===== config.mk =====
export PLATFORM = sky130hd
export DESIGN_NAME = mux_n_seq
export DESIGN_NICKNAME = d
export VERILOG_FILES = /design/src/rtl/mux_n_seq_pkg.sv /design/src/rtl/mux_n.sv /design/src/rtl/mux_n_seq.sv
export SDC_FILE = /design/constraint.sdc
export NUM_CORES = 1
export LEC_CHECK = 0
export BUFFER_PORTS_ARGS = -buffer_cell sky130_fd_sc_hd__buf_2
export CORE_ASPECT_RATIO = 0.75
export CORE_MARGIN = 2
export CORE_UTILIZATION = 50
export CTS_CLUSTER_DIAMETER = 40
export DETAILED_ROUTE_END_ITERATION = 12
export PLACE_DENSITY = 0.77
export SLEW_MARGIN = 20
export SYNTH_ARGS = -nofsm -noshare
export SYNTH_HDL_FRONTEND = slang
export SYNTH_HIERARCHICAL = 1
export SYNTH_SLANG_ARGS = --single-unit

===== constraint.sdc =====
create_clock -name clk -period 2.2 [get_ports clk]
set_input_delay 0.44 -clock clk [delete_from_list [all_inputs] [get_ports clk]]
set_output_delay 0.44 -clock clk [all_outputs]
set_load 0.005 [all_outputs]

===== src/rtl/mux_n_seq_pkg.sv =====
// Shared definitions for the sequenced channel multiplexer: FSM state encoding
// and request-mode constants.
package mux_n_seq_pkg;

    typedef enum logic [1:0] {
        IDLE = 2'd0,
        EMIT = 2'd1,
        DONE = 2'd2
    } state_t;

    localparam logic MODE_DIRECT = 1'b0;
    localparam logic MODE_SCAN   = 1'b1;

endpackage


===== src/rtl/mux_n.sv =====
// Combinational CHANNELS-to-1 word selector over a flattened channel bus.
module mux_n #(
    parameter  int BITS     = 32,
    parameter  int CHANNELS = 8,
    localparam int SELW     = $clog2(CHANNELS)
) (
    input  logic [CHANNELS*BITS-1:0] data,
    input  logic [SELW-1:0]          sel,
    output logic [BITS-1:0]          word
);

    always_comb begin
        word = '0;
        for (int unsigned k = 0; k < CHANNELS; k++) begin
            if (sel == SELW'(k)) begin
                word = data[k*BITS +: BITS];
            end
        end
    end

endmodule


===== src/rtl/mux_n_seq.sv =====
// Request-driven channel multiplexer: snapshots all channels on start, then
// emits one word (direct) or every word in ascending order (scan) under out_ready.
module mux_n_seq
    import mux_n_seq_pkg::*;
#(
    parameter  int BITS     = 32,
    parameter  int CHANNELS = 8,
    localparam int SELW     = $clog2(CHANNELS)
) (
    input  logic                     clk,
    input  logic                     rst_n,
    input  logic [CHANNELS*BITS-1:0] data_in,
    input  logic [SELW-1:0]          sel,
    input  logic                     mode,
    input  logic                     start,
    input  logic                     out_ready,
    output logic [BITS-1:0]          out,
    output logic                     out_valid,
    output logic [SELW-1:0]          out_idx,
    output logic                     busy,
    output logic                     done
);

    state_t                   state, state_nxt;
    logic [CHANNELS*BITS-1:0] snap;
    logic [SELW-1:0]          idx, idx_nxt;
    logic                     scan_q;
    logic                     load;

    always_comb begin
        state_nxt = state;
        idx_nxt   = idx;
        load      = 1'b0;
        case (state)
            IDLE: begin
                if (start) begin
                    load      = 1'b1;
                    idx_nxt   = (mode == MODE_SCAN) ? '0 : sel;
                    state_nxt = EMIT;
                end
            end
            EMIT: begin
                if (out_ready) begin
                    if ((scan_q == MODE_SCAN) && (idx != SELW'(CHANNELS - 1))) begin
                        idx_nxt = idx + SELW'(1);
                    end else begin
                        state_nxt = DONE;
                    end
                end
            end
            DONE:    state_nxt = IDLE;
            default: state_nxt = IDLE;
        endcase
    end

    always_ff @(posedge clk or negedge rst_n) begin
        if (!rst_n) begin
            state  <= IDLE;
            idx    <= '0;
            snap   <= '0;
            scan_q <= MODE_DIRECT;
        end else begin
            state <= state_nxt;
            idx   <= idx_nxt;
            if (load) begin
                snap   <= data_in;
                scan_q <= mode;
            end
        end
    end

    // idx never moves outside EMIT, so the selected word holds in IDLE/DONE
    // without a separate output register.
    mux_n #(
        .BITS    (BITS),
        .CHANNELS(CHANNELS)
    ) u_sel (
        .data(snap),
        .sel (idx),
        .word(out)
    );

    assign out_idx   = idx;
    assign out_valid = (state == EMIT);
    assign busy      = (state != IDLE);
    assign done      = (state == DONE);

endmodule


==> results_dict.tcl, run 1 <==
set metrics [dict create \
    path_delay_family "buffers and inverters" \
    drive_above_1_share_pct 56.8 \
    synth_ff_type "dfrtp_1" \
    hpwl_um 25600 \
    path_clk_slew_ns 0.06 \
    ctsRootBufferMaster "clkbuf_16" \
    postSynthNetCount 1220 \
    sequentialPowerShare_pct 31.5 \
    cp.required_ns 1.76 \
    p_int_uw 18900 \
    avgSynthCellArea_um2 14.1 \
    setup_violations 34 \
    crit_type "flip-flop to primary output" \
    nets 1558 \
    hold_slack_ns 0.156 \
    switching_share_pct 34.5 \
    htreeDepth 2 \
    peakVddDrop_uv 907 \
    mostFrequentLayoutCells "299 x buf_2, 259 x dfrtp_1, 230 x mux2_4" \
    antenna_found_initial 5 \
    post-route-period-util_pct 125 \
    async_flop_share_pct 100 \
    min_path_cells 2 \
    power.switching_uw 9990 \
    grt_pass1_wl_um 58000 \
    pre_cts_slack_ns -0.284 \
    post-route-util_pct 65.7 \
    post_drt_wl_per_cell_um 22.4 \
    maxSlewHeadroom_pct 67.8 \
    p_per_area_nw_per_um2 1680 \
    cts_tree "done" \
    cp-start-kind "flip-flop" \
    first_pass_iters 4 \
    vias 9262 \
    clkPwrFrac_pct 20.2 \
    rsz0062_at_grt "true" \
    worst_pin_slew_ns 0.469 \
    drtIter0Drc 723 \
    gp_congestion 0.881 \
    hp-start "data_in[33]" \
    fin_setup_tns_ns -14.58 \
    overflow 0 \
    crit_path_cell_trace "buf_6, buf_16, buf_12, mux2i_1, or2_0, a21oi_1, o31a_1, buf_2" \
    synth-seq-cells 262 \
    cts.sinks 262 \
    critPathMaxFanout 12 \
    p_comb_share_pct 48.3 \
    fin_crit_ns 2.74 \
    layout_commonest_cell "buf_2" \
    ant_nets 0 \
    maxCapViolCount 0 \
    critPathSlowestCell "dfrtp_4" \
    critPathBufInv 4 \
    io_pins 302 \
    drc 0 \
    routed_via_density 5.56 \
    grt_max_degree 51 \
    leakage_uw 0.00813 \
    layout_setup_ws_ns -0.540 \
    critPathMaxStageDelay_ns 0.48 \
    wirelength_um 37300 \
    ys_seq_area_share_pct 48.8 \
    die_w_um 193 \
    initial_core_util_pct 51.3 \
    grt_pass1_vias 9619 \
    synth.distinct_cells 33 \
    rows 51 \
    yosys_warnings 6 \
    coreArea_um2 26200 \
    worst_r2r_endpoint "out_idx[2]" \
    ff2ff_path_depth 8 \
    area_delta_synth_final_pct 27.9 \
    r2r_start "out_idx[1]" \
    finalHoldViolations 0 \
    worst_setup_path_end_kind "primary output" \
    crit_arrival_ns 2.30 \
    die-area_um2 28200 \
    clock_skew_ns 0.0116 \
    violations "negative setup slack" \
    track_usage_pct 26.4 \
    synthCells 954 \
    slew_viol_final 0 \
    cts.path.max_buffers 3 \
    min_path_type "input port to flip-flop" \
    synth_edf_count 0 \
    die_h_um 146 \
    timing.fmax_mhz 365 \
    fin_cells 1665 \
    dp_cells 1581 \
    clk_latency_ns 0.51 \
    r2r_slack_ns -0.04 \
    place.port_buffers 301 \
    min_to "snap[33]" \
    status "complete, but fails checks" \
    synth_area_um2 13400 \
    numCtsBuffers 34 \
]
-- logic make-up (layout without fill, tap and decap cells) --
logic type / Yosys count / count (layout) / synth area share [%]
AOI/OAI and AO/OA: 167 / 167 / 9.37
adders and majority gates: 2 / 2 / 0.186
buffers and inverters: 81 / 442 / 4.59
DFF: 262 / 262 / 48.8
muxes: 323 / 323 / 32.9
other: 0 / 5 / 0
and+or+nand+nor: 119 / 120 / 4.10
-- flip-flops by register name, indices dropped and copies added, names as in the netlist --
signal and count:
state 2, out_idx 3, snap 256, scan_q 1
-- worst max path at each step --
stage / start / endpoint / slack, ns / cells past startpoint
floorplan: out_idx[2] / out[28] / 0.28 / 7
global placement: out_idx[1] / out[6] / -0.27 / 5
detailed placement: out_idx[1] / out[7] / -0.28 / 5
CTS: out_idx[1] / out[22] / -0.50 / 7
global route: out_idx[1] / out[0] / -0.58 / 8
finish: out_idx[1] / out[0] / -0.54 / 8
-- power groups by stage --
stage	combinational, µW	sequential, µW	clock [µW]
6_report	14000	9110	5840
4_1_cts	13600	9040	5930
3_3_place_gp	12700	8920	0
5_1_grt	14900	9400	6160
3_5_place_dp	12900	9030	0
2_1_floorplan	9390	8460	0
-- stage by stage --
step / cell area, µm² / total power (µW)
2_1_floorplan: 13400 / 17800
3_3_place_gp: 15500 / 21600
3_5_place_dp: 15500 / 21900
4_1_cts: 17000 / 28600
5_1_grt: 17200 / 30400
6_report: 17200 / 28900
-- cell type report --
type	count	area, µm²
Fill cell	1975	8980
Inverter	5	18.8
Antenna cell	5	12.5
Clock inverter	19	231
Tap cell	344	430
Multi-Input combinational cell	612	6430
Timing Repair Buffer	377	2520
Clock buffer	41	971
Sequential cell	262	6570
-- Yosys cell counts, types with 2 or more instances --
| cell type | number | area (µm²) |
|---|---|---|
| clkbuf_1 | 12 | 45.0 |
| nor2b_1 | 3 | 18.8 |
| a221oi_1 | 6 | 52.6 |
| nand2b_1 | 3 | 18.8 |
| mux2i_1 | 64 | 641 |
| o31a_1 | 26 | 228 |
| buf_2 | 22 | 110 |
| a21oi_1 | 53 | 265 |
| a22oi_1 | 26 | 195 |
| o21ai_1 | 18 | 90.1 |
| buf_6 | 35 | 394 |
| o211ai_1 | 12 | 90.1 |
| or2_0 | 26 | 163 |
| mux2_4 | 230 | 3450 |
| ha_1 | 2 | 25.0 |
| dfrtp_1 | 262 | 6560 |
| inv_1 | 4 | 15.0 |
| buf_4 | 6 | 45.0 |
| nand2_1 | 68 | 255 |
| nor2_1 | 14 | 52.6 |
| a221oi_2 | 20 | 300 |
| o21ai_0 | 3 | 15.0 |
| mux2_2 | 29 | 327 |
-- per-layer routing --
metal  track usage [%]  wire, µm
met2              36.3     15500
met4              5.57       495
met3              6.26      2930
met5                 0         0
met1              41.8     18400
-- repair_timing --
action | in CTS | in global routing
endpoints found under the hold margin | 37 | 0
hold buffers | 1 | 0
setup endpoints to repair | 32 | 34
cloned | 4 | 0
buffers inserted | 9 | 5
pin swaps | 9 | 14
gates resized for setup | 26 | 24
(Power assumes the default switching activity.)
==> run 2, diff against run 1 <==
--- a/config.mk
+++ b/config.mk
@@ -5,9 +5,10 @@
 export SDC_FILE = /design/constraint.sdc
 export NUM_CORES = 1
 export LEC_CHECK = 0
+export ABC_AREA = 1
 export BUFFER_PORTS_ARGS = -buffer_cell sky130_fd_sc_hd__buf_2
 export CORE_ASPECT_RATIO = 0.75
-export CORE_MARGIN = 2
+export CORE_MARGIN = 8
 export CORE_UTILIZATION = 50
 export CTS_CLUSTER_DIAMETER = 40
 export DETAILED_ROUTE_END_ITERATION = 12
==> constraint.sdc (replaced) <==
create_clock -name clk -period 2.9 [get_ports clk]
set_input_delay 0.58 -clock clk [delete_from_list [all_inputs] [get_ports clk]]
set_output_delay 0.58 -clock clk [all_outputs]
set_load 0.005 [all_outputs]
==> results_dict.tcl, run 2 <==
set metrics [dict create \
    status "complete, no violations" \
    gp_congestion 0.936 \
    synthTopCellsByArea "dfrtp_1 52%, nand2_1 19%, nand3_1 12%" \
    r2r_slack_ns 0.85 \
    die-area_um2 30500 \
    htreeDepth 2 \
    area_delta_synth_final_pct 22.5 \
    peakVddDrop_uv 814 \
    synth.distinct_cells 20 \
    cts.sinks 262 \
    synth-seq-cells 262 \
    post_drt_wl_per_cell_um 18.5 \
    fin_crit_ns 2.79 \
    fin_setup_tns_ns 0 \
    drive_above_1_share_pct 21.5 \
    clkPwrFrac_pct 25.1 \
    async_flop_share_pct 100 \
    postSynthNetCount 1864 \
    first_pass_iters 5 \
    nets 2094 \
    timing.fmax_mhz 359 \
    regMostFlops "snap" \
    slew_viol_final 0 \
    yosysTopAreaCell "dfrtp_1" \
    cp.required_ns 2.32 \
    power.switching_uw 6990 \
    ff2ff_path_depth 5 \
    maxCapViolCount 0 \
    ys_seq_area_share_pct 52.2 \
    routed_via_density 5.55 \
    synth_area_um2 12600 \
    worst_r2r_endpoint "snap[137]" \
    min_path_type "input port to async pin" \
    leakage_uw 0.00817 \
    coreArea_um2 24800 \
    cts_tree "done" \
    drtIter0Drc 1080 \
    path_clk_slew_ns 0.05 \
    overflow 0 \
    yosys_warnings 6 \
    p_total_uw 17100 \
    worst_pin_slew_ns 1.16 \
    p_comb_share_pct 36.9 \
    fillers 2154 \
    clock_skew_ns 0.0113 \
    finalHoldViolations 0 \
    r2r_start "state[0]" \
    numCtsBuffers 35 \
    place.port_buffers 301 \
    layout_commonest_cell "nand2_1" \
    critPathMaxFanout 129 \
    cp-start-kind "flip-flop" \
    sequentialPowerShare_pct 38.0 \
    cts.path.max_buffers 3 \
    cts_hold_buffers 0 \
    p_per_area_nw_per_um2 1110 \
    switching_share_pct 40.8 \
    antenna_found_initial 2 \
    wirelength_um 40600 \
    vias 12200 \
    die_w_um 199 \
    ant_nets 0 \
    synthCells 1598 \
    post-route-period-util_pct 96.1 \
    ctsRootBufferMaster "clkbuf_16" \
    clk_latency_ns 0.51 \
    track_usage_pct 26.0 \
    rsz0062_at_grt "false" \
    io_pins 302 \
    rows 50 \
    maxSlewHeadroom_pct 22.4 \
    initial_core_util_pct 50.5 \
    synth_most_common_cell "nand2_1" \
    antenna_cells 0 \
    crit_arrival_ns 2.21 \
    ys_top_cells_by_count "628 x nand2_1, 293 x nand3_1, 262 x dfrtp_1" \
    setup_violations 0 \
    synth_edf_count 0 \
    die_h_um 153 \
    mostFrequentLayoutCells "628 x nand2_1, 299 x buf_2, 293 x nand3_1" \
    grt_pass1_wl_um 64000 \
    grt_max_degree 236 \
    hpwl_um 27800 \
    yosysTopAreaCellShare_pct 52.2 \
    worst_setup_path_end_kind "primary output" \
    synth_ff_type "dfrtp_1" \
    largest_reg_flops 256 \
    grt_pass1_vias 11900 \
    avgSynthCellArea_um2 7.85 \
    drc 0 \
    crit_type "flip-flop to primary output" \
    p_int_uw 10100 \
]
## run 2: changes by cell type in the layout (fill, tap and decap cells not counted), sizes merged, moves of 53 or more
cell   before  now
a21oi      53    0
mux2      259    0
mux2i      64    0
nand2      68  629
nand3       0  293
nand4       0  160
nor2       14   68
## run 2: stage by stage
stage | hold slack [ns] | worst slack, ns | util (%) | cells | instance area [µm²]
floorplan | 0.284 | 1.02 | - | 1598 | 12600
global placement | 0.454 | 0.500 | 57.0 | 2127 | 14200
detailed placement | 0.459 | 0.465 | 57.0 | 2127 | 14200
CTS | 0.0565 | 0.00185 | 61.8 | 2191 | 15300
global route | 0.0719 | 0.00320 | 61.9 | 2192 | 15400
finish | 0.0238 | 0.113 | 61.9 | 2192 | 15400
## run 2: how the worst max path moves through the flow
stage / start / depth (start not counted) / endpoint / slack [ns]
global placement: out_idx[0] / 5 / out[1] / 0.50
floorplan: out_idx[2] / 7 / out[27] / 1.02
finish: out_idx[2] / 7 / out[4] / 0.11
CTS: out_idx[0] / 6 / out[2] / 0.002
detailed placement: out_idx[0] / 5 / out[4] / 0.46
global route: out_idx[2] / 7 / out[30] / 0.003
## run 2: what timing repair did
action                     in CTS  in global routing
setup buffers                   1                  1
setup endpoints to repair      26                 30
resized for setup               3                  7
pin swaps                       1                  1
cloned                          0                  0
## run 2: final cells by class
class	count	area [µm²]	area share, %
clock buffer	42	932	6.06
clock inverter	21	228	1.48
inverter	41	156	1.02
multi-input combinational	1160	5230	34.0
sequential	262	6560	42.7
tap	338	423	2.75
timing repair buffer	328	1850	12.0
## run 2: layer usage
layer	routed length [µm]	up-vias	global-route usage [%]
met5	27	-	0
li1	-	5762	-
met3	3470	76	6.36
met2	19100	489	41.5
met1	16900	5826	34.4
met4	1180	4	8.70
## run 2: critical path: stages, from the launching register on
cell,delay (ns)
dfrtp_1,0.44
inv_4,0.13
buf_12,0.42
nand4_1,0.18
nand4_1,0.17
nor2_1,0.08
nand4_1,0.10
buf_2,0.13
## run 2: logic make-up after synthesis
family,count (synthesis),share of synthesized area (%)
and+or+nand+nor,1154,41.0
DFF,262,52.2
buffers and inverters,176,6.42
AOI/OAI and AO/OA,4,0.179
adders and majority gates,2,0.199
## run 2: power groups by stage
stage	combinational (µW)	sequential [µW]	clock (µW)
global placement	6160	6450	0
floorplan	4310	6140	0
detailed placement	6300	6480	0
finish	6320	6500	4310
CTS	6340	6460	4360
global route	7110	6670	4510
